## config.mk

```make
export PLATFORM = sky130hd
export DESIGN_NAME = ds_addr_seq
export DESIGN_NICKNAME = d
export VERILOG_FILES = /design/src/rtl/ds_pkg.sv /design/src/rtl/ds_pos_cnt.sv /design/src/rtl/ds_addr_seq.sv
export SDC_FILE = /design/constraint.sdc
export NUM_CORES = 1
export LEC_CHECK = 0
export ABC_AREA = 1
export ABC_CLOCK_PERIOD_IN_PS = 1300
export CAP_MARGIN = 0
export CORE_MARGIN = 4
export CORE_UTILIZATION = 50
export DETAILED_ROUTE_END_ITERATION = 12
export GPL_ROUTABILITY_DRIVEN = 0
export PLACE_DENSITY = 0.79
export SYNTH_ARGS = -nofsm -noshare
export SYNTH_HDL_FRONTEND = slang
export SYNTH_SLANG_ARGS = --single-unit
```

## constraint.sdc

```tcl
create_clock -name clk -period 1.3 [get_ports clk]
set_input_delay 0.26 -clock clk [delete_from_list [all_inputs] [get_ports clk]]
set_output_delay 0.26 -clock clk [all_outputs]
set_load 0.03 [all_outputs]
```

## src/rtl/ds_pkg.sv

```systemverilog
// ds_pkg: shared definitions for the 2x2 down-sample address sequencer.
//   DS_ADDR_W : default address width
//   DS_PIX_W  : width of the pixel-within-block index
//   ds_state_e: sequencer state encoding
package ds_pkg;

  localparam int unsigned DS_ADDR_W = 18;
  localparam int unsigned DS_PIX_W  = 2;

  typedef enum logic [1:0] {
    ST_IDLE = 2'd0,
    ST_RD   = 2'd1,
    ST_WR   = 2'd2
  } ds_state_e;

endpackage

```

## src/rtl/ds_pos_cnt.sv

```systemverilog
// ds_pos_cnt: block position counter for the 2x2 down-sampler.
// Steps col by 2 across a row, wraps col and steps row by 2 at the row end,
// and flags the last block of the frame.
//   clk, rst : clock, synchronous active-high reset
//   clr_i    : return to block (0,0)
//   step_i   : advance to the next block
//   row_o    : current block row (top pixel row)
//   col_o    : current block column (left pixel column)
//   last_o   : current block is the final one of the frame
module ds_pos_cnt #(
  parameter int unsigned IMG_W = 256,
  parameter int unsigned IMG_H = 256,
  parameter int unsigned ROW_W = (IMG_H > 2) ? $clog2(IMG_H) : 1,
  parameter int unsigned COL_W = (IMG_W > 2) ? $clog2(IMG_W) : 1
) (
  input  logic             clk,
  input  logic             rst,
  input  logic             clr_i,
  input  logic             step_i,
  output logic [ROW_W-1:0] row_o,
  output logic [COL_W-1:0] col_o,
  output logic             last_o
);

  localparam logic [ROW_W-1:0] ROW_LAST = ROW_W'(IMG_H - 2);
  localparam logic [COL_W-1:0] COL_LAST = COL_W'(IMG_W - 2);

  logic [ROW_W-1:0] row_q;
  logic [COL_W-1:0] col_q;

  always_ff @(posedge clk) begin
    if (rst || clr_i) begin
      row_q <= '0;
      col_q <= '0;
    end else if (step_i) begin
      if (last_o) begin
        row_q <= '0;
        col_q <= '0;
      end else if (col_q == COL_LAST) begin
        col_q <= '0;
        row_q <= row_q + ROW_W'(2);
      end else begin
        col_q <= col_q + COL_W'(2);
      end
    end
  end

  assign row_o  = row_q;
  assign col_o  = col_q;
  assign last_o = (row_q == ROW_LAST) && (col_q == COL_LAST);

endmodule

```

## src/rtl/ds_addr_seq.sv

```systemverilog
// ds_addr_seq: address sequencer for a full-frame 2x2 down-sample pass.
// For each 2x2 source block it issues four reads (feeding an external
// accumulator) followed by one write of the result to the output image.
//   clk, rst  : clock, synchronous active-high reset
//   start     : begin a pass (ignored while busy)
//   abort     : cancel a running pass
//   mem_ack   : current transfer completes this cycle
//   mem_req   : transfer request, mem_we selects write, mem_addr address
//   acc_clr   : clear accumulator, acc_en accumulate read data
//   pix_idx   : pixel index 0..3 within the current block
//   busy      : pass in progress, done pulses on the final write ack
module ds_addr_seq
  import ds_pkg::*;
#(
  parameter int unsigned ADDR_W   = DS_ADDR_W,
  parameter int unsigned IMG_W    = 256,
  parameter int unsigned IMG_H    = 256,
  parameter int unsigned SRC_BASE = 0,
  parameter int unsigned OUT_BASE = 65536
) (
  input  logic                clk,
  input  logic                rst,
  input  logic                start,
  input  logic                abort,
  input  logic                mem_ack,
  output logic                mem_req,
  output logic                mem_we,
  output logic [ADDR_W-1:0]   mem_addr,
  output logic                acc_clr,
  output logic                acc_en,
  output logic [DS_PIX_W-1:0] pix_idx,
  output logic                busy,
  output logic                done
);

  localparam int unsigned ROW_W = (IMG_H > 2) ? $clog2(IMG_H) : 1;
  localparam int unsigned COL_W = (IMG_W > 2) ? $clog2(IMG_W) : 1;

  ds_state_e             state_q;
  logic [DS_PIX_W-1:0]   pix_q;
  logic [ADDR_W-1:0]     out_ptr_q;
  logic [ROW_W-1:0]      row;
  logic [COL_W-1:0]      col;
  logic                  last_blk;
  logic                  launch;
  logic                  rd_done;
  logic                  wr_done;
  logic [ADDR_W-1:0]     blk_base;
  logic [ADDR_W-1:0]     rd_addr;

  // abort outranks mem_ack: an aborted transfer never counts
  assign launch  = (state_q == ST_IDLE) && start;
  assign rd_done = (state_q == ST_RD) && mem_ack && !abort;
  assign wr_done = (state_q == ST_WR) && mem_ack && !abort;

  ds_pos_cnt #(
    .IMG_W (IMG_W),
    .IMG_H (IMG_H),
    .ROW_W (ROW_W),
    .COL_W (COL_W)
  ) u_pos (
    .clk    (clk),
    .rst    (rst),
    .clr_i  (launch),
    .step_i (wr_done),
    .row_o  (row),
    .col_o  (col),
    .last_o (last_blk)
  );

  always_ff @(posedge clk) begin
    if (rst) begin
      state_q   <= ST_IDLE;
      pix_q     <= '0;
      out_ptr_q <= ADDR_W'(OUT_BASE);
    end else begin
      unique case (state_q)
        ST_IDLE: begin
          if (start) begin
            state_q   <= ST_RD;
            pix_q     <= '0;
            out_ptr_q <= ADDR_W'(OUT_BASE);
          end
        end
        ST_RD: begin
          if (abort) begin
            state_q <= ST_IDLE;
          end else if (mem_ack) begin
            // pix_q wraps 3 -> 0, ready for the next block
            pix_q <= pix_q + 1'b1;
            if (pix_q == '1) state_q <= ST_WR;
          end
        end
        ST_WR: begin
          if (abort) begin
            state_q <= ST_IDLE;
          end else if (mem_ack) begin
            out_ptr_q <= out_ptr_q + 1'b1;
            state_q   <= last_blk ? ST_IDLE : ST_RD;
          end
        end
        default: state_q <= ST_IDLE;
      endcase
    end
  end

  // Address arithmetic is modulo 2^ADDR_W by construction
  always_comb begin
    blk_base = ADDR_W'(SRC_BASE) + ADDR_W'(row) * ADDR_W'(IMG_W) + ADDR_W'(col);
    rd_addr  = blk_base;
    if (pix_q[0]) rd_addr = rd_addr + ADDR_W'(1);
    if (pix_q[1]) rd_addr = rd_addr + ADDR_W'(IMG_W);
  end

  assign busy     = !rst && (state_q != ST_IDLE);
  assign mem_req  = busy;
  assign mem_we   = !rst && (state_q == ST_WR);
  assign mem_addr = (rst || state_q == ST_IDLE) ? '0 :
                    (state_q == ST_WR) ? out_ptr_q : rd_addr;
  assign acc_en   = !rst && rd_done;
  assign acc_clr  = !rst && (launch || (wr_done && !last_blk));
  assign done     = !rst && wr_done && last_blk;
  assign pix_idx  = pix_q;

endmodule

```

==> results.txt, run 1 <==
----------------------------------------------------
[Clock tree]
  H-tree level count ... 2
  CTS root buffer ... sky130_fd_sc_hd__clkbuf_8
  Clock buffer count from CTS ... 5
  Post-CTS Hold Buffers ... 0
  Total number of clock tree sinks ... 36
  Maximum number of buffers from clock root to sink ... 2

[Logic synthesis]
  Nets in the synthesized netlist ... 378
  Synth unique cells ... 30
  Share of synthesized flip-flops with an asynchronous set or reset ... 0
  Share of the yosys chip area belonging to registers ... 0.312
  Main synth FF type ... sky130_fd_sc_hd__dfxtp_1
  Area of the mapped netlist ... 0.00231 mm2
  Gate count after technology mapping ... 368
  Number of enable flip-flop cells after synthesis ... 0
  Most numerous cell types in the synthesized netlist ... sky130_fd_sc_hd__nand2_1 (74), sky130_fd_sc_hd__inv_1 (60), sky130_fd_sc_hd__nor2_1 (53)
  Per-instance average area after synthesis ... 6.28 um2
  Top cells by area, synth ... sky130_fd_sc_hd__dfxtp_1 (31%), sky130_fd_sc_hd__nand2_1 (12%), sky130_fd_sc_hd__inv_1 (9.7%)
  Cell type with the highest aggregate area in the netlist ... sky130_fd_sc_hd__dfxtp_1
  Share of the synthesized area in the top cell type ... 0.312
  Most frequently used cell type in the post-synthesis netlist ... sky130_fd_sc_hd__nand2_1
  Yosys synthesis warning count ... 0
  Number of synthesized register bits ... 36

[Run status]
  Last stage ... global routing (5_1_grt)
  First error in the log ... [ERROR DPL-0038] Utilization greater than 100%, impossible to legalize
  Status ... aborted with a tool error

[Global route]
  Maximum number of pins on one net before global-route repair ... 12

[Place]
  Detail Placement HPWL ... 5.74 mm
  Total instance count after detailed placement ... 512
  Worst setup timing slack at the placement stage ... -0.478 ns
  Number of input and output port buffers inserted ... 30

[Floorplanning]
  Floorplan die height ... 76.0 um
  Initial standard-cell utilization of the core ... 0.524
  Number of top-level pins ... 31
  Die width ... 76.0 um
  Site row count ... 24

[STA]
  Kind of the worst endpoint ... primary output
  GR repair worst EP ... done

----------------------------------------------------
repair_timing:
action,CTS
buffers inserted,21
gates resized for setup,112
cloned,3
pin swaps,29
endpoints found under the setup margin,61
cell families after synthesis:
family,synth area share
simple gates,0.372
compound gates,0.168
buf+inv,0.116
flops,0.312
fa+ha+maj,0.0271
xor+xnor,0.00379
other cells,0.00162
through the flow:
| stage | hold slack, ns | util | instance area (um2) |
|---|---|---|---|
| CTS | 0.482 | 0.907 | 4000 |
| detailed placement | 0.492 | 0.758 | 3350 |
| global placement | 0.487 | 0.758 | 3350 |
| floorplan | 0.463 | - | 2570 |
==> run 2, diff against run 1 <==
--- a/config.mk
+++ b/config.mk
@@ -6,13 +6,13 @@
 export NUM_CORES = 1
 export LEC_CHECK = 0
 export ABC_AREA = 1
-export ABC_CLOCK_PERIOD_IN_PS = 1300
+export ABC_CLOCK_PERIOD_IN_PS = 1690
 export CAP_MARGIN = 0
 export CORE_MARGIN = 4
-export CORE_UTILIZATION = 50
+export CORE_UTILIZATION = 35
 export DETAILED_ROUTE_END_ITERATION = 12
 export GPL_ROUTABILITY_DRIVEN = 0
-export PLACE_DENSITY = 0.79
+export PLACE_DENSITY_LB_ADDON = 0.15
 export SYNTH_ARGS = -nofsm -noshare
 export SYNTH_HDL_FRONTEND = slang
 export SYNTH_SLANG_ARGS = --single-unit
==> constraint.sdc (replaced) <==
create_clock -name clk -period 1.69 [get_ports clk]
set_input_delay 0.338 -clock clk [delete_from_list [all_inputs] [get_ports clk]]
set_output_delay 0.338 -clock clk [all_outputs]
set_load 0.03 [all_outputs]
==> results.txt, run 2 <==
----------------------------------------------------
[Run status]
  Status ... complete, but fails checks
  Violated checks ... setup timing

[Critical path]
  CP max stage cell ... sky130_fd_sc_hd__dfxtp_4
  Worst Setup Start Kind ... flip-flop
  Buffer and inverter count on the worst path ... 3
  Delay of the slowest critical-path stage ... 0.36 ns
  Critical Path Fanout Max ... 3
  Cell mode on critical path ... sky130_fd_sc_hd__buf_6
  Kind of end point of the critical path ... output port
  Required @ worst endpoint ... 1.35 ns
  Critical path cell sequence ... buf_6 > nor2_4 > buf_4 > nand2_1 > a21oi_2 > buf_6
  Kind of critical path ... reg -> out
  Largest delay contributor family on the critical path ... buffers and inverters
  Arrival time reported for the critical path endpoint ... 1.52 ns

[Place]
  Number of input and output port buffers inserted ... 30 (unchanged)
  Total instance count after detailed placement ... 509 (-0.59%)
  Detail Placement HPWL ... 5.41 mm (-5.8%)
  Post-detailed-placement cell area ... 0.00298 mm2 (-11%)
  Worst setup timing slack at the placement stage ... -0.305 ns (+0.173 ns)

[Floorplanning]
  Site row count ... 29 (+21%)
  Number of top-level pins ... 31 (unchanged)
  Core Box Area ... 0.00639 mm2
  Floorplan die height ... 89.3 um (+17%)
  Die area ... 0.00797 mm2
  Die width ... 89.3 um (+17%)
  Initial standard-cell utilization of the core ... 0.362 (-0.162)

[Detailed routing]
  Average detailed-routed wire length per instance ... 13.4 um
  Residual DRC ... 0
  Number of vias per cell ... 4.90
  Total length of routed wires ... 7.09 mm
  First-pass iteration count of the detailed router ... 4
  Iteration-0 DRC Markers ... 115
  Routed vias ... 2587
  Antenna Violating Nets Remaining ... 0

[Logic synthesis]
  Nets in the synthesized netlist ... 378 (unchanged)
  Area of the mapped netlist ... 0.00231 mm2 (unchanged)
  Share of synthesized flip-flops with an asynchronous set or reset ... 0 (unchanged)
  Number of enable flip-flop cells after synthesis ... 0 (unchanged)
  Most frequently used cell type in the post-synthesis netlist ... sky130_fd_sc_hd__nand2_1
  Yosys synthesis warning count ... 0 (unchanged)
  Main synth FF type ... sky130_fd_sc_hd__dfxtp_1
  Cell type with the highest aggregate area in the netlist ... sky130_fd_sc_hd__dfxtp_1
  Per-instance average area after synthesis ... 6.28 um2 (unchanged)
  Most numerous cell types in the synthesized netlist ... sky130_fd_sc_hd__nand2_1 (74), sky130_fd_sc_hd__inv_1 (60), sky130_fd_sc_hd__nor2_1 (53)
  Share of the yosys chip area belonging to registers ... 0.312 (unchanged)
  Top cells by area, synth ... sky130_fd_sc_hd__dfxtp_1 (31%), sky130_fd_sc_hd__nand2_1 (12%), sky130_fd_sc_hd__inv_1 (9.7%)
  Number of synthesized register bits ... 36 (unchanged)
  Share of the synthesized area in the top cell type ... 0.312 (unchanged)
  Synth unique cells ... 30 (unchanged)
  Gate count after technology mapping ... 368 (unchanged)

[Layout]
  Antenna cell count ... 0
  Final cell count without fillers ... 528
  Most frequent standard cell in the layout excluding fill and tap cells ... sky130_fd_sc_hd__nand2_1
  Most used cells in the layout excluding fill and tap cells ... sky130_fd_sc_hd__nand2_1 (71), sky130_fd_sc_hd__buf_4 (59), sky130_fd_sc_hd__inv_1 (54), sky130_fd_sc_hd__nor2_1 (48), sky130_fd_sc_hd__dfxtp_1 (30)
  Multi-input gate area ... 0.00148 mm2
  Finished layout cell area ... 0.00334 mm2
  Sequential cell area ... 736 um2
  Number of flip-flops under the largest register name ... 18
  Layout filler cell count ... 647
  Share of post-route cells with drive strength above 1 ... 0.306
  Number of nets in the final layout ... 460
  Largest reg by FF count ... out_ptr_q
  Relative area change from synthesis to final layout ... 44.5%

[STA]
  Final Slew Violations ... 0
  Post-route setup slack ... -0.171 ns
  Minimum period implied by the final worst setup slack ... 1.86 ns
  Hold Violations, Final ... 0
  Highest attainable clock frequency ... 537 MHz
  Clock Skew ... 0.00807 ns
  Final clock period utilization by the worst path ... 1.10
  Number of failing setup endpoints in the final timing report ... 22
  RSZ-0062 raised after global routing ... yes

[Min path]
  Path category of the worst min-delay check ... reg -> reg

[Run]
  Max-cap viol count ... 0

[Pwr]
  Pwr/cell area ... 1070 mW/mm2
  Total chip power ... 0.00358 W
  Largest voltage drop on the vdd net ... 0.000539 V
  Total leakage power ... 1.47 nW

[Clock tree]
  Clk pin slew, worst setup/hold paths ... 0.07 ns
  Clock insertion delay at the later pin of the skew report ... 0.30 ns
  Clock tree from TritonCTS ... done
  CTS root buffer ... sky130_fd_sc_hd__clkbuf_8
  Total number of clock tree sinks ... 36 (unchanged)
  H-tree level count ... 2 (unchanged)
  Maximum number of buffers from clock root to sink ... 2 (unchanged)
  Clock buffer count from CTS ... 5 (unchanged)

[Global route]
  Met1 demand-to-capacity share in global routing ... 0.247
  Maximum number of pins on one net before global-route repair ... 15
  Met3 track demand over resource ... 0.0304
  Via count of the first global-routing pass ... 2474
  Grt ovf ... 0
  Layer with the highest usage after global routing ... met2
  Grt met2 use ... 0.338
  GRT Overall Usage ... 0.193
  Wire length of the first global-routing pass ... 11.8 mm
  Antenna violations before repair ... 0

----------------------------------------------------
==> run 2: through the flow <==
step	TNS (ns)	util	hold slack (ns)
4_1_cts	-2.19	0.504	0.486
6_report	-2.08	0.523	0.485
2_1_floorplan	-0.202	-	0.450
3_5_place_dp	-9.15	0.467	0.485
5_1_grt	-3.86	0.523	0.521
3_3_place_gp	-9.10	0.467	0.479
==> run 2: cells by family (layout without fill, tap and decap cells) <==
logic type                 count (synthesis)  in the layout  share of synthesized area
xor gates and xnor gates                   1              1                    0.00379
DFF                                       36             36                      0.312
and+or+nand+nor                          185            186                      0.372
adders and majority gates                  5              5                     0.0271
buffers and inverters                     69            151                      0.116
AOI/OAI and AO/OA                         71             71                      0.168
other                                      1              1                    0.00162
==> run 2: final timing paths <==
path / cells past startpoint / slack (ns) / startpoint / to
min reg2reg: 2 / 0.49 / u_pos.col_o[6]$_SDFFE_PP0P_ / u_pos.col_o[6]$_SDFFE_PP0P_
max: 6 / -0.17 / state_q[0]$_SDFFE_PP0P_ / acc_clr
min: 2 / 0.49 / u_pos.col_o[6]$_SDFFE_PP0P_ / u_pos.col_o[6]$_SDFFE_PP0P_
max reg2reg: 9 / 0.09 / state_q[1]$_SDFFE_PP0P_ / out_ptr_q[9]$_SDFFE_PP0P_
==> run 2: per-layer routing <==
| layer | vias up | part of all wire |
|---|---|---|
| met5 | - | 0 |
| met1 | 1176 | 0.46 |
| li1 | 1364 | - |
| met2 | 38 | 0.49 |
| met4 | 0 | 0.012 |
| met3 | 9 | 0.030 |
==> run 2: timing repair <==
item                       4_1_cts  5_1_grt
cloned                           1        0
pin swaps                        6        4
hold buffers                     0        0
buffers inserted                 3        7
setup endpoints to repair       24       31
resized for setup               53       21
==> run 2: worst reg2reg max path, delay by kind of cell (launching register included) <==
family | cells | cell delay, ns
and+or+nand+nor | 6 | 0.55
AOI/OAI and AO/OA | 1 | 0.29
buffers and inverters | 2 | 0.29
DFF | 1 | 0.38
==> run 2: area by class of cell <==
type | instances | area share
Clock buffer | 6 | 0.0247
Tap cell | 77 | 0.0289
Timing Repair Buffer | 82 | 0.209
Inverter | 61 | 0.0693
Clock inverter | 2 | 0.00300
Sequential cell | 36 | 0.220
Multi-Input combinational cell | 264 | 0.445
==> run 2: power by group <==
part | internal, W | switching [W] | total [W] | leakage, nW
logic | 0.000795 | 0.00114 | 0.00194 | 1.13
registers | 0.000911 | 0.0000704 | 0.000981 | 0.295
clock network | 0.000326 | 0.000330 | 0.000656 | 0.0510
Power figures use the tool's default switching activity.
==> run 3, diff against run 2 <==
--- a/config.mk
+++ b/config.mk
@@ -8,11 +8,13 @@
 export ABC_AREA = 1
 export ABC_CLOCK_PERIOD_IN_PS = 1690
 export CAP_MARGIN = 0
+export CORE_ASPECT_RATIO = 1.5
 export CORE_MARGIN = 4
-export CORE_UTILIZATION = 35
+export CORE_UTILIZATION = 40
 export DETAILED_ROUTE_END_ITERATION = 12
 export GPL_ROUTABILITY_DRIVEN = 0
 export PLACE_DENSITY_LB_ADDON = 0.15
+export SLEW_MARGIN = 20
 export SYNTH_ARGS = -nofsm -noshare
 export SYNTH_HDL_FRONTEND = slang
 export SYNTH_SLANG_ARGS = --single-unit
==> results.txt, run 3 (same netlist as run 2, synthesis figures left out) <==
----------------------------------------------------
[Run status]
  Status ... complete, but fails checks
  Violated checks ... setup timing

[Floorplanning]
  Die width ... 70.1 um (-22%)
  Floorplan die height ... 101 um (+13%)
  Core Box Area ... 0.00553 mm2 (-13%)
  Die area ... 0.00708 mm2 (-11%)
  Initial standard-cell utilization of the core ... 0.418 (+0.0558)
  Number of top-level pins ... 31 (unchanged)
  Site row count ... 33 (+14%)

[Global route]
  Layer with the highest usage after global routing ... met2
  Antenna violations before repair ... 0 (unchanged)
  Maximum number of pins on one net before global-route repair ... 18 (+3)
  Wire length of the first global-routing pass ... 12.3 mm (+3.8%)
  GRT Overall Usage ... 0.218 (+0.0255)
  Met3 track demand over resource ... 0.0339 (+0.00352)
  Via count of the first global-routing pass ... 2655 (+7.3%)
  Met1 demand-to-capacity share in global routing ... 0.231 (-0.0163)
  Grt ovf ... 0 (unchanged)
  Grt met2 use ... 0.424 (+0.0856)

[Detailed routing]
  Residual DRC ... 0 (unchanged)
  Number of vias per cell ... 5.13 (+4.8%)
  First-pass iteration count of the detailed router ... 4 (unchanged)
  Antenna Violating Nets Remaining ... 0 (unchanged)
  Average detailed-routed wire length per instance ... 14.6 um (+8.5%)
  Routed vias ... 2705 (+4.6%)
  Total length of routed wires ... 7.67 mm (+8.3%)
  Iteration-0 DRC Markers ... 89 (-23%)

[Place]
  Number of input and output port buffers inserted ... 30 (unchanged)
  Detail Placement HPWL ... 5.57 mm (+3.1%)
  Total instance count after detailed placement ... 502 (-1.4%)
  Worst setup timing slack at the placement stage ... -0.249 ns (+0.0560 ns)

[Pwr]
  Net switching fraction of the power ... 0.433 (+0.00104)
  Largest voltage drop on the vdd net ... 0.000635 V (+18%)
  Pwr/cell area ... 1100 mW/mm2 (+2.7%)
  Sequential power share ... 0.250 (-0.024)
  Relative contribution of the clock network to total power ... 0.164 (-0.019)
  Total leakage power ... 1.56 nW (+5.5%)
  Internal ... 0.00222 W (+9.1%)
  Combinational Power Share ... 0.586 (+0.044)
  Total net switching power ... 0.00169 W (+9.6%)

[Clock tree]
  CTS root buffer ... sky130_fd_sc_hd__clkbuf_8
  Total number of clock tree sinks ... 36 (unchanged)
  Clock insertion delay at the later pin of the skew report ... 0.30 ns (about the same)
  H-tree level count ... 2 (unchanged)
  Maximum number of buffers from clock root to sink ... 2 (unchanged)
  Clock buffer count from CTS ... 5 (unchanged)
  Post-CTS Hold Buffers ... 0 (unchanged)
  Clock tree from TritonCTS ... done
  Clk pin slew, worst setup/hold paths ... 0.08 ns (about the same)

[Min path]
  Path category of the worst min-delay check ... reg -> reg
  Worst hold path cell count ... 2 (unchanged)
  Hold Crit Endpoint ... u_pos.col_o[6]$_SDFFE_PP0P_
  Worst hold path startpoint ... u_pos.col_o[6]$_SDFFE_PP0P_

[Layout]
  Largest reg by FF count ... out_ptr_q
  Relative area change from synthesis to final layout ... 53.8%
  Antenna cell count ... 0 (unchanged)
  Most used cells in the layout excluding fill and tap cells ... sky130_fd_sc_hd__nand2_1 (72), sky130_fd_sc_hd__inv_1 (54), sky130_fd_sc_hd__buf_4 (49), sky130_fd_sc_hd__nor2_1 (47)
  Most frequent standard cell in the layout excluding fill and tap cells ... sky130_fd_sc_hd__nand2_1
  Layout filler cell count ... 495 (-23%)
  Number of flip-flops under the largest register name ... 18 (unchanged)
  Number of nets in the final layout ... 466 (+1.3%)
  Final cell count without fillers ... 527 (-0.19%)
  Share of post-route cells with drive strength above 1 ... 0.335 (+0.0288)

[STA]
  Minimum period implied by the final worst setup slack ... 1.87 ns (+0.0113 ns)
  Highest attainable clock frequency ... 534 MHz (-0.60%)
  Hold Violations, Final ... 0 (unchanged)
  Clock Skew ... 0.00834 ns (+0.000264 ns)
  Hold slack final ... 0.497 ns (+0.0117 ns)
  Final clock period utilization by the worst path ... 1.11 (+0.00667)
  Post-route setup slack ... -0.183 ns (-0.0113 ns)
  RSZ-0062 raised after global routing ... yes
  Final Slew Violations ... 0 (unchanged)
  Number of failing setup endpoints in the final timing report ... 22 (unchanged)

[Critical path]
  Worst reg2reg path startpoint ... state_q[0]$_SDFFE_PP0P_
  Reg-to-Reg End ... u_pos.row_o[1]$_SDFFE_PP0P_
  Worst R2R Path Depth ... 10 (+1)
  Kind of end point of the critical path ... output port
  Arrival time reported for the critical path endpoint ... 1.53 ns (about the same)
  Worst Setup Start Kind ... flip-flop
  Reg2Reg Setup Slack ... 0.08 ns (about the same)
  Required @ worst endpoint ... 1.35 ns (about the same)
  Critical Path Fanout Max ... 9 (+6)
  Kind of critical path ... reg -> out

[Run]
  Max-cap viol count ... 0 (unchanged)

----------------------------------------------------
run 3: cell types whose count changed in the layout (fill, tap and decap cells not counted), sizes merged:
cell / previous run / this run
clkinv: 2 / 3
buf: 76 / 81
run 3: timing repair:
action / in CTS / in global routing
buffers inserted: 9 / 5
pin swaps: 6 / 6
hold endpoints to repair: 0 / 0
gates resized for setup: 71 / 32
endpoints found under the setup margin: 25 / 27
cloned: 1 / 2
run 3: layout make-up:
class / count / area, um2 / area share
Inverter: 61 / 229 / 0.0644
Multi-Input combinational cell: 264 / 1560 / 0.440
Clock buffer: 5 / 68.8 / 0.0194
Tap cell: 70 / 87.6 / 0.0246
Clock inverter: 3 / 18.8 / 0.00528
Timing Repair Buffer: 88 / 851 / 0.239
Sequential cell: 36 / 736 / 0.207
run 3: worst max path at each step:
stage,from,end,slack [ns]
3_3_place_gp,abort,done,-0.24
3_5_place_dp,abort,done,-0.25
6_report,state_q[0]$_SDFFE_PP0P_,mem_addr[7],-0.18
4_1_cts,u_pos.row_o[5]$_SDFFE_PP0P_,acc_clr,-0.19
5_1_grt,state_q[0]$_SDFFE_PP0P_,done,-0.25
2_1_floorplan,state_q[1]$_SDFFE_PP0P_,done,-0.19
run 3: through the flow:
step	setup TNS, ns	instance area [um2]	power (W)	utilization
global route	-4.04	3550	0.00411	0.642
CTS	-2.20	3360	0.00370	0.607
global placement	-8.46	3000	0.00267	0.542
finish	-3.06	3550	0.00391	0.642
detailed placement	-8.53	3000	0.00268	0.542
floorplan	-0.202	2370	0.00196	-
run 3: critical path: stages (launching register included):
cell	delay [ns]
sky130_fd_sc_hd__dfxtp_4	0.38
sky130_fd_sc_hd__buf_6	0.11
sky130_fd_sc_hd__nor2_4	0.04
sky130_fd_sc_hd__nor2_4	0.17
sky130_fd_sc_hd__buf_12	0.16
sky130_fd_sc_hd__o21ai_1	0.06
sky130_fd_sc_hd__a21oi_1	0.14
sky130_fd_sc_hd__buf_4	0.18
run 3: power groups by stage:
stage / clock network [W] / logic, W / registers (W)
final: 0.000641 / 0.00229 / 0.000977
after global routing: 0.000683 / 0.00244 / 0.000984
after CTS: 0.000647 / 0.00208 / 0.000973
after detailed placement: 0 / 0.00171 / 0.000970
after global placement: 0 / 0.00170 / 0.000970
after floorplan: 0 / 0.000954 / 0.00101
run 3: metal layers:
layer / routed length [um] / vias up
met4: 243 / 0
met3: 243 / 18
li1: - / 1380
met5: 0 / -
met2: 4240 / 54
met1: 2950 / 1253
==> run 4, diff against run 3 <==
--- a/config.mk
+++ b/config.mk
@@ -14,7 +14,7 @@
 export DETAILED_ROUTE_END_ITERATION = 12
 export GPL_ROUTABILITY_DRIVEN = 0
 export PLACE_DENSITY_LB_ADDON = 0.15
-export SLEW_MARGIN = 20
 export SYNTH_ARGS = -nofsm -noshare
 export SYNTH_HDL_FRONTEND = slang
 export SYNTH_SLANG_ARGS = --single-unit
+export TNS_END_PERCENT = 20
==> results.txt, run 4 (same netlist as run 2, synthesis figures left out) <==
----------------------------------------------------
[Run status]
  Status ... complete, but fails checks
  Violated checks ... setup timing

[Clock tree]
  Maximum number of buffers from clock root to sink ... 2 (unchanged)
  Total number of clock tree sinks ... 36 (unchanged)
  Clock buffer count from CTS ... 5 (unchanged)
  CTS root buffer ... sky130_fd_sc_hd__clkbuf_8
  H-tree level count ... 2 (unchanged)
  Clock insertion delay at the later pin of the skew report ... 0.30 ns (about the same)
  Clock tree from TritonCTS ... done
  Clk pin slew, worst setup/hold paths ... 0.08 ns (about the same)
  Post-CTS Hold Buffers ... 0 (unchanged)

[STA]
  Post-route setup slack ... -0.175 ns (+0.00782 ns)
  Minimum period implied by the final worst setup slack ... 1.86 ns (-0.00782 ns)
  Clock Skew ... 0.0130 ns (+0.00466 ns)
  Final Slew Violations ... 0 (unchanged)
  Hold Violations, Final ... 0 (unchanged)
  Final clock period utilization by the worst path ... 1.10 (-0.00463)
  Number of failing setup endpoints in the final timing report ... 21 (-4.5%)
  Highest attainable clock frequency ... 536 MHz (+0.42%)
  RSZ-0062 raised after global routing ... yes

[Critical path]
  Kind of end point of the critical path ... output port
  Worst Setup Start Kind ... flip-flop
  Critical Path Fanout Max ... 5 (-4)
  Worst R2R Path Depth ... 9 (-1)
  Buffer and inverter count on the worst path ... 3 (unchanged)
  Required @ worst endpoint ... 1.35 ns (about the same)
  Critical path cell sequence ... buf_6 > nor2_4 > nand3_2 > nor2_4 > inv_2 > nor4_2 > buf_4
  Reg-to-Reg End ... u_pos.row_o[7]$_SDFFE_PP0P_
  Largest delay contributor family on the critical path ... simple AND/OR/NAND/NOR gates
  Delay of the slowest critical-path stage ... 0.37 ns (about the same)
  CP max stage cell ... sky130_fd_sc_hd__dfxtp_4
  Kind of critical path ... reg -> out
  Worst reg2reg path startpoint ... state_q[1]$_SDFFE_PP0P_
  Arrival time reported for the critical path endpoint ... 1.53 ns (about the same)
  Reg2Reg Setup Slack ... 0.12 ns (+0.04 ns)
  Cell mode on critical path ... sky130_fd_sc_hd__nor2_4

[Detailed routing]
  Average detailed-routed wire length per instance ... 14.5 um (about the same)
  Number of vias per cell ... 5.07 (-1.3%)
  Residual DRC ... 0 (unchanged)
  Total length of routed wires ... 7.55 mm (-1.6%)
  First-pass iteration count of the detailed router ... 4 (unchanged)
  Antenna Violating Nets Remaining ... 0 (unchanged)
  Routed vias ... 2629 (-2.8%)
  Iteration-0 DRC Markers ... 143 (+61%)

[Layout]
  Largest reg by FF count ... out_ptr_q
  Share of post-route cells with drive strength above 1 ... 0.296 (-0.0386)
  Finished layout cell area ... 0.00339 mm2 (-4.5%)
  Layout filler cell count ... 560 (+13%)
  Relative area change from synthesis to final layout ... 46.8%
  Most used cells in the layout excluding fill and tap cells ... sky130_fd_sc_hd__nand2_1 (70), sky130_fd_sc_hd__inv_1 (57), sky130_fd_sc_hd__nor2_1 (48), sky130_fd_sc_hd__buf_4 (46), sky130_fd_sc_hd__dfxtp_1 (29)
  Most frequent standard cell in the layout excluding fill and tap cells ... sky130_fd_sc_hd__nand2_1
  Antenna cell count ... 0 (unchanged)
  Number of nets in the final layout ... 458 (-1.7%)
  Number of flip-flops under the largest register name ... 18 (unchanged)
  Final core occ ... 0.613 (-0.0289)

[Floorplanning]
  Die width ... 70.1 um (unchanged)
  Site row count ... 33 (unchanged)
  Number of top-level pins ... 31 (unchanged)
  Floorplan die height ... 101 um (unchanged)
  Die area ... 0.00708 mm2 (unchanged)
  Initial standard-cell utilization of the core ... 0.418 (unchanged)
  Core Box Area ... 0.00553 mm2 (unchanged)

[Global route]
  Antenna violations before repair ... 0 (unchanged)
  Wire length of the first global-routing pass ... 12.0 mm (-2.4%)
  GRT Overall Usage ... 0.214 (-0.00449)
  Maximum number of pins on one net before global-route repair ... 16 (-2)
  Via count of the first global-routing pass ... 2578 (-2.9%)
  Grt ovf ... 0 (unchanged)

[Pwr]
  Pwr/cell area ... 1120 mW/mm2 (+1.4%)
  Total chip power ... 0.00378 W (-3.2%)
  Total leakage power ... 1.50 nW (-3.6%)
  Largest voltage drop on the vdd net ... 0.000565 V (-11%)

[Place]
  Detail Placement HPWL ... 5.59 mm (+0.31%)
  Post-detailed-placement cell area ... 0.00299 mm2 (-0.17%)
  Number of input and output port buffers inserted ... 30 (unchanged)

[Min path]
  Path category of the worst min-delay check ... reg -> reg
  Worst hold path startpoint ... u_pos.col_o[6]$_SDFFE_PP0P_
  Hold Crit Endpoint ... u_pos.col_o[6]$_SDFFE_PP0P_
  Worst hold path cell count ... 2 (unchanged)

[Run]
  Max-cap viol count ... 0 (unchanged)

----------------------------------------------------
[run 4: area by class of cell]
type / instances / area (um2) / area share
tap: 70 / 87.6 / 0.0258
inverter: 61 / 229 / 0.0675
clock buffer: 7 / 76.3 / 0.0225
timing repair buffer: 81 / 783 / 0.231
clock inverter: 1 / 8.76 / 0.00258
multi-input combinational: 263 / 1470 / 0.434
sequential: 36 / 734 / 0.216
[run 4: power breakdown]
part	leakage, nW	internal (W)	switching [W]
sequential	0.295	0.000917	0.0000741
clock	0.0424	0.000295	0.000327
combinational	1.16	0.000954	0.00122
[run 4: how the worst max path moves through the flow]
stage                             from    to  slack [ns]  cells past startpoint
3_5_place_dp                     abort  done       -0.26                      7
3_3_place_gp                     abort  done       -0.22                      7
4_1_cts        state_q[1]$_SDFFE_PP0P_  done       -0.16                      7
5_1_grt        state_q[0]$_SDFFE_PP0P_  done       -0.24                      7
2_1_floorplan  state_q[1]$_SDFFE_PP0P_  done       -0.19                      6
6_report       state_q[0]$_SDFFE_PP0P_  done       -0.17                      7
[run 4: what timing repair did]
action,in CTS,in global routing
resized for setup,49,33
pin swaps,7,8
setup endpoints to repair,24,28
setup buffers,3,4
cloned,0,2
[run 4: through the flow]
step	hold WS (ns)	instances	setup WS (ns)	TNS [ns]
CTS	0.495	513	-0.156	-1.47
detailed placement	0.479	502	-0.260	-6.62
global route	0.520	519	-0.237	-3.34
finish	0.494	519	-0.175	-2.33
floorplan	0.450	368	-0.187	-0.640
global placement	0.465	502	-0.225	-5.96
[run 4: tightest hold or removal path, delay by kind of cell, from the launching register on]
family,cells,cell delay [ns]
AO/OA/AOI/OAI,2,0.13
flip-flops,1,0.33
[run 4: per-layer routing]
layer,up-vias,track usage,part of all wire
li1,1349,-,-
met1,1185,0.232,0.37
met2,71,0.401,0.55
met3,24,0.0309,0.037
met4,0,0.103,0.042
met5,-,0,0
